--- config.mk ---
export PLATFORM = sky130hd
export DESIGN_NAME = if_pc_stage
export DESIGN_NICKNAME = d
export VERILOG_FILES = /design/src/rtl/if_pc_stage.sv
export SDC_FILE = /design/constraint.sdc
export NUM_CORES = 1
export LEC_CHECK = 0
export CAP_MARGIN = 40
export CORE_AREA = 2 2 186 151
export DETAILED_ROUTE_END_ITERATION = 16
export DIE_AREA = 0 0 188 153
export PLACE_DENSITY = 0.59
export SKIP_LAST_GASP = 1
export SLEW_MARGIN = 15
export SYNTH_ARGS = -nofsm -noshare
export SYNTH_HDL_FRONTEND = slang
export SYNTH_SLANG_ARGS = --single-unit
export TNS_END_PERCENT = 100
--- constraint.sdc ---
create_clock -name clk -period 3.7 [get_ports clk]
set_input_delay 0.925 -clock clk [delete_from_list [all_inputs] [get_ports clk]]
set_output_delay 0.925 -clock clk [all_outputs]
set_load 0.02 [all_outputs]
--- src/rtl/if_pc_stage.sv ---
// ----------------------------------------------------------------------------
// if_pc_stage
//
// Instruction-fetch stage of the 5-stage MIPS pipeline. It owns the program
// counter and the IF/ID pipeline register. Each cycle it picks the next fetch
// address from one of these sources:
//   - sequential fetch (pc+4)
//   - a redirect resolved in ID (branch, jr/jalr, j/jal)
//   - the interrupt vector
// Any redirect or interrupt turns the wrong-path fetch into a bubble in IF/ID.
//
// Ports:
//   clk, reset          rising-edge clock, synchronous active-high reset
//   instr_in            instruction-memory read data for address pc
//   stall               load-use hazard: freeze pc, IF/ID and epc
//   branch_taken        ID conditional branch resolved taken
//   id_imm16            branch immediate of the instruction in ID
//   jump, id_index26    j/jal request and its instr_index field
//   jr, jr_addr         jr/jalr request and the forwarded rs value
//   irq                 level-sensitive interrupt request
//   pc                  current fetch address
//   if_id_instr         instruction handed to ID
//   if_id_pc_plus4      pc+4 of that instruction
//   if_id_valid         1 = real instruction, 0 = bubble
//   epc                 return address captured on interrupt entry
//   irq_ack             one-cycle pulse after an interrupt is taken
// ----------------------------------------------------------------------------
module if_pc_stage #(
    parameter logic [31:0] RESET_PC = 32'h0000_0000,
    parameter logic [31:0] IRQ_VEC  = 32'h0000_0080
) (
    input  logic        clk,
    input  logic        reset,
    input  logic [31:0] instr_in,
    input  logic        stall,
    input  logic        branch_taken,
    input  logic [15:0] id_imm16,
    input  logic        jump,
    input  logic [25:0] id_index26,
    input  logic        jr,
    input  logic [31:0] jr_addr,
    input  logic        irq,
    output logic [31:0] pc,
    output logic [31:0] if_id_instr,
    output logic [31:0] if_id_pc_plus4,
    output logic        if_id_valid,
    output logic [31:0] epc,
    output logic        irq_ack
);

    logic [31:0] pc_q, pc_d;
    logic [31:0] if_id_instr_q, if_id_instr_d;
    logic [31:0] if_id_pc_plus4_q, if_id_pc_plus4_d;
    logic        if_id_valid_q, if_id_valid_d;
    logic [31:0] epc_q, epc_d;
    logic        irq_ack_q, irq_ack_d;

    logic [31:0] pc_plus4;
    logic [31:0] br_tgt;
    logic [31:0] j_tgt;
    logic [31:0] redir_tgt;
    logic        redir;

    // Target generation and next-state selection. A bubble in ID cannot
    // request a redirect, so the request bits are gated by if_id_valid.
    always_comb begin
        pc_plus4 = pc_q + 32'd4;
        br_tgt   = if_id_pc_plus4_q + {{14{id_imm16[15]}}, id_imm16, 2'b00};
        j_tgt    = {if_id_pc_plus4_q[31:28], id_index26, 2'b00};
        redir    = if_id_valid_q & (branch_taken | jump | jr);

        // Several requests at once is illegal; the fixed order keeps it
        // deterministic.
        if (branch_taken) begin
            redir_tgt = br_tgt;
        end else if (jr) begin
            redir_tgt = jr_addr;
        end else begin
            redir_tgt = j_tgt;
        end

        pc_d             = pc_q;
        if_id_instr_d    = if_id_instr_q;
        if_id_pc_plus4_d = if_id_pc_plus4_q;
        if_id_valid_d    = if_id_valid_q;
        epc_d            = epc_q;
        irq_ack_d        = 1'b0;

        // While stalled the branch operands may still be in flight, so both
        // redirects and interrupt entry wait until the stall clears.
        if (!stall) begin
            if (irq) begin
                // The return point is where execution would have continued:
                // the redirect target, or else the fetch being thrown away.
                epc_d            = redir ? redir_tgt : pc_q;
                pc_d             = IRQ_VEC;
                if_id_instr_d    = 32'd0;
                if_id_pc_plus4_d = 32'd0;
                if_id_valid_d    = 1'b0;
                irq_ack_d        = 1'b1;
            end else if (redir) begin
                pc_d             = redir_tgt;
                if_id_instr_d    = 32'd0;
                if_id_pc_plus4_d = 32'd0;
                if_id_valid_d    = 1'b0;
            end else begin
                pc_d             = pc_plus4;
                if_id_instr_d    = instr_in;
                if_id_pc_plus4_d = pc_plus4;
                if_id_valid_d    = 1'b1;
            end
        end
    end

    always_ff @(posedge clk) begin
        if (reset) begin
            pc_q             <= RESET_PC;
            if_id_instr_q    <= 32'd0;
            if_id_pc_plus4_q <= 32'd0;
            if_id_valid_q    <= 1'b0;
            epc_q            <= 32'd0;
            irq_ack_q        <= 1'b0;
        end else begin
            pc_q             <= pc_d;
            if_id_instr_q    <= if_id_instr_d;
            if_id_pc_plus4_q <= if_id_pc_plus4_d;
            if_id_valid_q    <= if_id_valid_d;
            epc_q            <= epc_d;
            irq_ack_q        <= irq_ack_d;
        end
    end

    assign pc             = pc_q;
    assign if_id_instr    = if_id_instr_q;
    assign if_id_pc_plus4 = if_id_pc_plus4_q;
    assign if_id_valid    = if_id_valid_q;
    assign epc            = epc_q;
    assign irq_ack        = irq_ack_q;

endmodule

# == After elaboration in Yosys (flattened, before gate mapping) ==
# Index checks and enable logic that the tools add are counted.
# classes
addsub,2
bitwise_logic,4
reduce_logical,2
mux,12
# ops
op,n
$mux 32,9
$add 32x3->32 const B,1
$add 32x32->32,1
$mux 1,3
$or 1x1->1,2
$reduce_and 2->1,1
$reduce_or 2->1,1
$and 1x1->1,1
$not 1->1,1
# word_totals
reg_bits,130
wordCells,26

# == Logic depth before layout (Yosys ltp) ==
# Gate-level depths: netlist of run 1.
# logic_depth
depth_word,5
mapped_depth,12

# == Worst setup path after synthesis of run 1 ==
# Ideal clock, no wire load.
# synth_path
path_type,in2reg
startpoint,input id_imm16[0]
endpoint,register pc_q[30] (netlist: pc[30])
slack_ns,0.354
path_stages,12
setup_ns,0.074
n_path_buf,0
arrival_time_ns,3.272
t_required_ns,3.626
cell_sequence,ha_1 inv_1 fa_1 nand2b_1 a21oi_1 o21a_1 a2111oi_4 o31ai_2 a21bo_2 a311oi_4 mux2_1 a31oi_1
# synth_via
elab_chain_len,4
# synth_rtl
item,line,text
"start, declared",37,"input logic [15:0] id_imm16,"
$add 32x32->32,68,"br_tgt = if_id_pc_plus4_q + {{14{id_imm16[15]}}, id_imm16, 2'b00};"
$mux 32,74,if (branch_taken) begin
$mux 32,101,end else if (redir) begin
$mux 32,92,if (irq) begin
"end signal, assigned",124,pc_q <= pc_d;
"end, declared",51,"logic [31:0] pc_q, pc_d;"
# No other way between the ends.
# A chain may end at the register's enable or synchronous reset.

# == Final worst setup path of run 1 ==
# Ends and elaborated chain as after synthesis.

==> results of run 1 <==
## registers in the layout (all words and copies together) (netlist names)
signal          flops
if_id_pc_plus4     32
epc                32
if_id_valid         1
pc                 32
irq_ack             1
if_id_instr        32
## synthesized netlist by cell type, types with 14 or more instances
cell / count
dfxtp_1: 130
nor2_1: 127
nand2_1: 122
a21oi_1: 105
a22oi_1: 54
clkbuf_1: 52
o21ai_0: 45
xnor2_1: 31
ha_1: 30
nand3_1: 28
xor2_1: 23
a31oi_1: 21
mux2i_1: 20
a211oi_1: 19
and3_1: 15
nor2b_1: 14
## power by group through the flow
stage / registers (µW) / logic, µW / clock network [µW]
3_3_place_gp: 1500 / 661 / 0
5_1_grt: 1480 / 720 / 1940
2_1_floorplan: 1540 / 272 / 0
6_report: 1470 / 672 / 1850
4_1_cts: 1470 / 672 / 1880
3_5_place_dp: 1500 / 669 / 0
## cell type report
type	instances	area, µm²	area share (%)
clock inverters	14	201	1.73
repair buffers	328	3090	26.5
flip-flops and latches	130	2600	22.4
well taps	364	455	3.92
inverters	14	52.6	0.452
diodes	1	2.50	0.0215
multi-input cells	781	4800	41.3
clock buffers	17	425	3.66
## layout by cell type, fill, tap and decap left out, types with 3 or more instances in the layout
master and n:
bufinv_16 4, inv_1 12, a211o_1 4, a21oi_1 105, dfxtp_1 130, mux2i_1 20, nor2_1 127, xnor2_1 31
clkbuf_16 17, mux2_2 3, a311oi_1 4, a221oi_1 7, o31ai_1 3, and2_1 4, inv_6 4, clkdlybuf4s50_1 238
or3_1 3, nor2b_1 13, o22ai_1 5, a211oi_1 19, o21bai_1 3, nand4_1 8, xor2_1 23, o21a_1 4
nand2b_1 7, nand3_1 28, o2111ai_1 3, clkinv_4 3, o21ai_0 45, buf_4 86, o221a_2 3, ha_1 30
nor3_1 11, a22oi_1 54, nand2_1 122, a31oi_1 21, o211ai_1 3, and3_1 15, a21o_1 10
## metal layers
metal  track usage [%]  share of wire, %
met5                 0                 0
met4              5.06               1.8
met3              5.01               7.1
met2              33.6                44
met1              29.6                47
## worst paths after layout
check / from / endpoint / cells past startpoint
worst min-delay path: epc[28]$_SDFFE_PP0P_ / epc[28]$_SDFFE_PP0P_ / 2
worst min register to register: epc[28]$_SDFFE_PP0P_ / epc[28]$_SDFFE_PP0P_ / 2
worst max-delay path: id_imm16[0] / pc[30]$_SDFFE_PP0N_ / 14
worst max register to register: pc[2]$_SDFFE_PP0N_ / pc[28]$_SDFFE_PP0N_ / 10
## through the flow
stage	setup slack [ps]	utilization [%]	TNS, ps	instances	hold slack, ps
floorplan	354	-	0	995	530
global placement	-331	40.7	-3130	1616	464
detailed placement	-357	40.8	-3580	1617	449
CTS	71.2	43.1	0	1648	471
global route	13.4	43.1	0	1648	492
finish	111	43.1	0	1649	480
## logic make-up after synthesis
logic type                 share of synthesized area (%)
and+or+nand+nor                                     19.8
muxes                                               3.19
xor gates and xnor gates                            6.14
AOI/OAI and AO/OA                                   27.7
buffers and inverters                               4.24
DFF                                                 33.8
adders and majority gates                           5.14
## timing repair
action | in CTS | in global routing
endpoints found under the hold margin | 0 | 0
setup endpoints to repair | 0 | 2
resized for setup | 0 | 1
## worst max-delay path: stages
cell and delay (ps):
clkdlybuf4s50_1 410, ha_1 210, inv_1 70, fa_1 170
nand2b_1 130, a21oi_1 100, o21a_2 270, a2111oi_4 380
o31ai_2 90, buf_4 160, a21bo_2 220, a311oi_4 280
mux2_1 360, a31oi_1 150
==> impl_results.rst, run 1 <==
.. list-table::
   :header-rows: 1

   * - Metric
     - Value
   * - Outcome
     - completed
   * - Total of warnings raised by yosys
     - 0
   * - Inserted Clock Buffers
     - 17
   * - First-pass GRT wire length
     - 47900 µm
   * - Height of the die
     - 153 µm
   * - Top cell type's share of synthesized area
     - 33.8%
   * - Horiz. Die Dim
     - 188 µm
   * - Critical path capture point type
     - flop
   * - Mapped Nets
     - 1139
   * - Share of flip-flops with an asynchronous set or reset after synthesis
     - 0%
   * - Port Buffers
     - 242
   * - Setup bufs post-CTS
     - 0
   * - Number of endpoints with negative hold slack in the final report
     - 0
   * - Setup slack of the worst register-to-register path
     - 670 ps
   * - Maximum clock frequency
     - 279 MHz
   * - Period Utilization, post-route
     - 97.0%
   * - Final total power
     - 4000 µW
   * - Maximum fanout along the worst path
     - 4
   * - Total wire length
     - 31300 µm
   * - Fraction of the yosys area taken by sequential cells
     - 33.8%
   * - Final HPWL DP
     - 23200 µm
   * - Leakage
     - 0.00447 µW
   * - Clock input transition at the sequential cells of the worst setup and hold paths
     - 60 ps
   * - Depth of the CTS H-tree
     - 4
   * - Maxcap violations
     - 0
   * - Antenna Violating Nets Remaining
     - 0
   * - Filler Cell Count
     - 2682
   * - Highest ir drop seen on vdd
     - 0.324 mV
   * - Routed length per instance
     - 19.0 µm
   * - Unrepaired setup endpoints after global routing
     - false
   * - Dominant cells by area after synthesis
     - dfxtp_1 34%, a21oi_1 6.8%, nor2_1 6.2%
   * - Per-instance average area after synthesis
     - 7.74 µm²
   * - Number of sinks on the clock net
     - 130
   * - Source-to-sink clock delay at the later pin of the worst-skew pair
     - 430 ps
   * - DRC violation count after routing
     - 0
   * - Core Footprint
     - 0.0270 mm²
   * - Initial Util
     - 28.6%
   * - Critical path data required time
     - 4040 ps
   * - CP Launch Type
     - primary input
   * - Slew at the pin closest to its max-slew limit
     - 671 ps
   * - Floorplan die area
     - 0.0288 mm²
   * - First-pass iteration count of the detailed router
     - 5
   * - Largest net degree at the start of global routing
     - 64
   * - Share of power burned in combinational logic
     - 16.8%
   * - Leading register cell type out of synthesis
     - dfxtp_1
   * - Number of design-rule violations left by the first detailed-router iteration
     - 612
   * - Final weighted congestion of routability-driven global placement
     - 0.892
   * - Hold crit path type
     - reg2reg
   * - Pwr Density
     - 344 mW/mm²
   * - Switching Fraction
     - 27.8%
   * - Cell type with the highest aggregate area in the netlist
     - dfxtp_1
   * - Critical path arrival
     - 3930 ps
   * - Post-layout net count
     - 1416
   * - Total congestion overflow after global routing
     - 0
   * - Count of flip-flops with a built-in enable after synthesis
     - 0
   * - Portion of total power attributed to sequential cells
     - 36.8%
   * - Number of placement rows
     - 54
   * - Post-synthesis register bit count
     - 130
   * - Root cell of the clock tree
     - clkbuf_16
   * - Synth-to-Final Area Change
     - 51.1%
   * - Clock tree from TritonCTS
     - yes
   * - Longest Clk Path Bufs
     - 2
   * - Total standard cell area after synthesis
     - 0.00770 mm²
   * - Synthesized netlist cell count
     - 995
   * - Number of antenna violations at the first check in global routing
     - 0
   * - Hold-fix buffers at CTS
     - 0
   * - Vias per cell
     - 5.20
   * - Number of global-route vias before repair
     - 8097
   * - Net switching component of the power
     - 1110 µW
   * - IO Pins
     - 243
   * - Clock period minus final worst setup slack
     - 3590 ps
   * - Area of placed instances
     - 0.0110 mm²
   * - Combined global-route utilization of all metal layers
     - 21.4%
   * - Class of the most critical setup path
     - in2reg
   * - Number of slew-limit violations in the final report
     - 0
   * - Yosys cell types
     - 69
   * - Clk pwr share
     - 46.4%
   * - Layout cell share with drive strength beyond 1
     - 11.1%
   * - Vias post-DR
     - 8573
   * - Number of setup violations in the final report
     - 0
   * - Final Instance Area
     - 0.0116 mm²
   * - Worst Skew
     - 16.5 ps
   * - Internal Dissipation
     - 2890 µW
   * - Normalized max-slew margin
     - 55.1%
No activity file was read; power rests on OpenSTA's default activity.
==> run 2, diff against run 1 <==
--- a/config.mk
+++ b/config.mk
@@ -9,7 +9,7 @@
 export CORE_AREA = 2 2 186 151
 export DETAILED_ROUTE_END_ITERATION = 16
 export DIE_AREA = 0 0 188 153
-export PLACE_DENSITY = 0.59
+export PLACE_DENSITY_LB_ADDON = 0.3
 export SKIP_LAST_GASP = 1
 export SLEW_MARGIN = 15
 export SYNTH_ARGS = -nofsm -noshare
==> run 2 against run 1 <==
Effect of this change:
- wire length down 0.17%
- fmax down 0.69%
- worst hold slack better by 13 ps
- critical path depth unchanged
- global-route usage about the same
- via count about the same
- cell count up 0.36%
- clock power up 5%
- die area unchanged
- first-iteration DRC count unchanged
- critical path type unchanged
==> impl_results.rst, run 2 (same netlist as run 1, synthesis figures left out) <==
.. list-table::
   :header-rows: 1

   * - Metric
     - Value
   * - Worst Skew
     - 12.8 ps (-3.66 ps)
   * - Port Buffers
     - 242 (unchanged)
   * - Commonest non-fill, non-tap cells in the layout
     - 238 x clkdlybuf4s50_1, 130 x dfxtp_1, 127 x nor2_1, 122 x nand2_1, 104 x a21oi_1
   * - Floorplan die area
     - 0.0288 mm² (unchanged)
   * - Clock input transition at the sequential cells of the worst setup and hold paths
     - 60 ps (about the same)
   * - Longest Clk Path Bufs
     - 2 (unchanged)
   * - Pwr Density
     - 350 mW/mm² (+1.8%)
   * - Sum of negative setup slack
     - 0 ps (unchanged)
   * - Switching Fraction
     - 27.2% (-0.62 points)
   * - Clock tree from TritonCTS
     - yes
   * - Critical path arrival
     - 3960 ps (+30 ps)
   * - Horiz. Die Dim
     - 188 µm (unchanged)
   * - Initial Util
     - 28.6% (unchanged)
   * - Maximum clock frequency
     - 277 MHz (-0.69%)
   * - First-pass iteration count of the detailed router
     - 6 (+1)
   * - Post-layout net count
     - 1422 (+0.42%)
   * - Vias per cell
     - 5.18 (-0.33%)
   * - Source-to-sink clock delay at the later pin of the worst-skew pair
     - 430 ps (about the same)
   * - Number of sinks on the clock net
     - 130 (unchanged)
   * - Class of the most critical setup path
     - in2reg
   * - Period Utilization, post-route
     - 97.7% (+0.67 points)
   * - Final HPWL DP
     - 23000 µm (-0.91%)
   * - Synth-to-Final Area Change
     - 51.9%
   * - Number of endpoints with negative hold slack in the final report
     - 0 (unchanged)
   * - Final weighted congestion of routability-driven global placement
     - 0.901 (+1.1%)
   * - DRC violation count after routing
     - 0 (unchanged)
   * - Highest ir drop seen on vdd
     - 0.272 mV (-16%)
   * - Number of antenna violations at the first check in global routing
     - 0 (unchanged)
   * - Root cell of the clock tree
     - clkbuf_16
   * - Inserted Clock Buffers
     - 17 (unchanged)
   * - Number of design-rule violations left by the first detailed-router iteration
     - 612 (unchanged)
   * - Largest net degree at the start of global routing
     - 65 (+1.6%)
   * - First-pass GRT wire length
     - 48000 µm (about the same)
   * - Filler Cell Count
     - 2678 (-0.15%)
   * - CP Launch Type
     - primary input
   * - Number of placement rows
     - 54 (unchanged)
   * - Antenna Violating Nets Remaining
     - 0 (unchanged)
   * - Hold-fix buffers at CTS
     - 0 (unchanged)
   * - Total congestion overflow after global routing
     - 0 (unchanged)
   * - Combined global-route utilization of all metal layers
     - 21.4% (about the same)
   * - Unrepaired setup endpoints after global routing
     - true
   * - Slew at the pin closest to its max-slew limit
     - 797 ps (+126 ps)
   * - Hold crit path type
     - reg2reg
   * - Internal Dissipation
     - 2980 µW (+3.2%)
   * - Number of antenna diodes
     - 0 (-1)
   * - Net switching component of the power
     - 1110 µW (about the same)
   * - Normalized max-slew margin
     - 46.9% (-8.2 points)
   * - Number of global-route vias before repair
     - 8292 (+2.4%)
   * - Layout cell share with drive strength beyond 1
     - 11.8% (+0.64 points)
   * - Maxcap violations
     - 0 (unchanged)
   * - Vias post-DR
     - 8576 (+0.035%)
   * - IO Pins
     - 243 (unchanged)
   * - Number of slew-limit violations in the final report
     - 0 (unchanged)
   * - Critical path data required time
     - 4050 ps (about the same)
   * - Share of power burned in combinational logic
     - 16.5% (-0.3 points)
   * - Final Core Density
     - 43.4% (+0.23 points)
   * - Routed length per instance
     - 18.9 µm (-0.53%)
   * - Depth of the CTS H-tree
     - 4 (unchanged)
   * - Commonest non-fill, non-tap cell in the layout
     - clkdlybuf4s50_1
   * - Clock period minus final worst setup slack
     - 3610 ps (+24.9 ps)
   * - Outcome
     - completed
   * - Core Footprint
     - 0.0270 mm² (unchanged)
   * - Maximum fanout along the worst path
     - 4 (unchanged)
   * - Number of setup violations in the final report
     - 0 (unchanged)
   * - Height of the die
     - 153 µm (unchanged)
   * - Total wire length
     - 31300 µm (-0.17%)
   * - Leakage
     - 0.00451 µW (+1.0%)
   * - Critical path capture point type
     - flop
   * - Clk pwr share
     - 47.5% (+1.1 points)
   * - Portion of total power attributed to sequential cells
     - 36.0% (-0.8 points)
## run 2: through the flow
step	total power, µW	std cells	hold WS [ps]	area, µm²	setup slack, ps
2_1_floorplan	1810	995	530	7700	354
3_3_place_gp	2170	1623	475	11000	-378
3_5_place_dp	2170	1623	462	11000	-378
4_1_cts	4130	1655	488	11700	62.1
5_1_grt	4230	1655	517	11700	-63.7
6_report	4090	1655	493	11700	86.1
## run 2: worst max-delay path, cell delays in order
cell and delay [ps]:
clkdlybuf4s50_1 400, ha_1 240, inv_1 80, fa_1 190, nand2b_4 140, a21oi_1 80, o21a_2 260, a2111oi_4 380
o31ai_2 90, buf_4 160, a21bo_2 220, a311oi_4 270, mux2_1 350, a31oi_1 160
## run 2: cell type report
class                           instances  area, µm²  area share (%)
Multi-Input combinational cell        781       4810            41.1
Timing Repair Buffer                  334       3110            26.6
Sequential cell                       130       2600            22.3
Tap cell                              364        455            3.90
Clock buffer                           18        439            3.76
Clock inverter                         14        223            1.91
Inverter                               14       52.6           0.450
## run 2: what timing repair did
action / 4_1_cts / 5_1_grt
resized for setup: 0 / 3
setup endpoints to repair: 0 / 6
buffers inserted: 0 / 0
## run 2: worst paths after layout
kind / startpoint / to / slack (ps) / depth (start not counted)
worst min register to register: epc[10]$_SDFFE_PP0P_ / epc[10]$_SDFFE_PP0P_ / 490 / 2
worst min-delay path: epc[10]$_SDFFE_PP0P_ / epc[10]$_SDFFE_PP0P_ / 490 / 2
worst max-delay path: id_imm16[0] / pc[30]$_SDFFE_PP0N_ / 90 / 14
worst max register to register: if_id_pc_plus4[2]$_SDFFE_PP0N_ / pc[30]$_SDFFE_PP0N_ / 680 / 13
## run 2: power by group through the flow
stage | Clock (µW) | Sequential [µW] | Combinational [µW]
3_5_place_dp | 0 | 1500 | 670
2_1_floorplan | 0 | 1540 | 272
3_3_place_gp | 0 | 1500 | 666
6_report | 1940 | 1470 | 675
4_1_cts | 1980 | 1470 | 674
5_1_grt | 2030 | 1480 | 726
## run 2: metal layers
layer  track usage, %  vias to the layer above  part of all wire [%]
li1                 -                     4173                     -
met2             32.7                      371                    43
met4             6.94                        0                   2.5
met5                0                        -                     0
met1             29.8                     3980                    47
met3             4.89                       52                   7.5
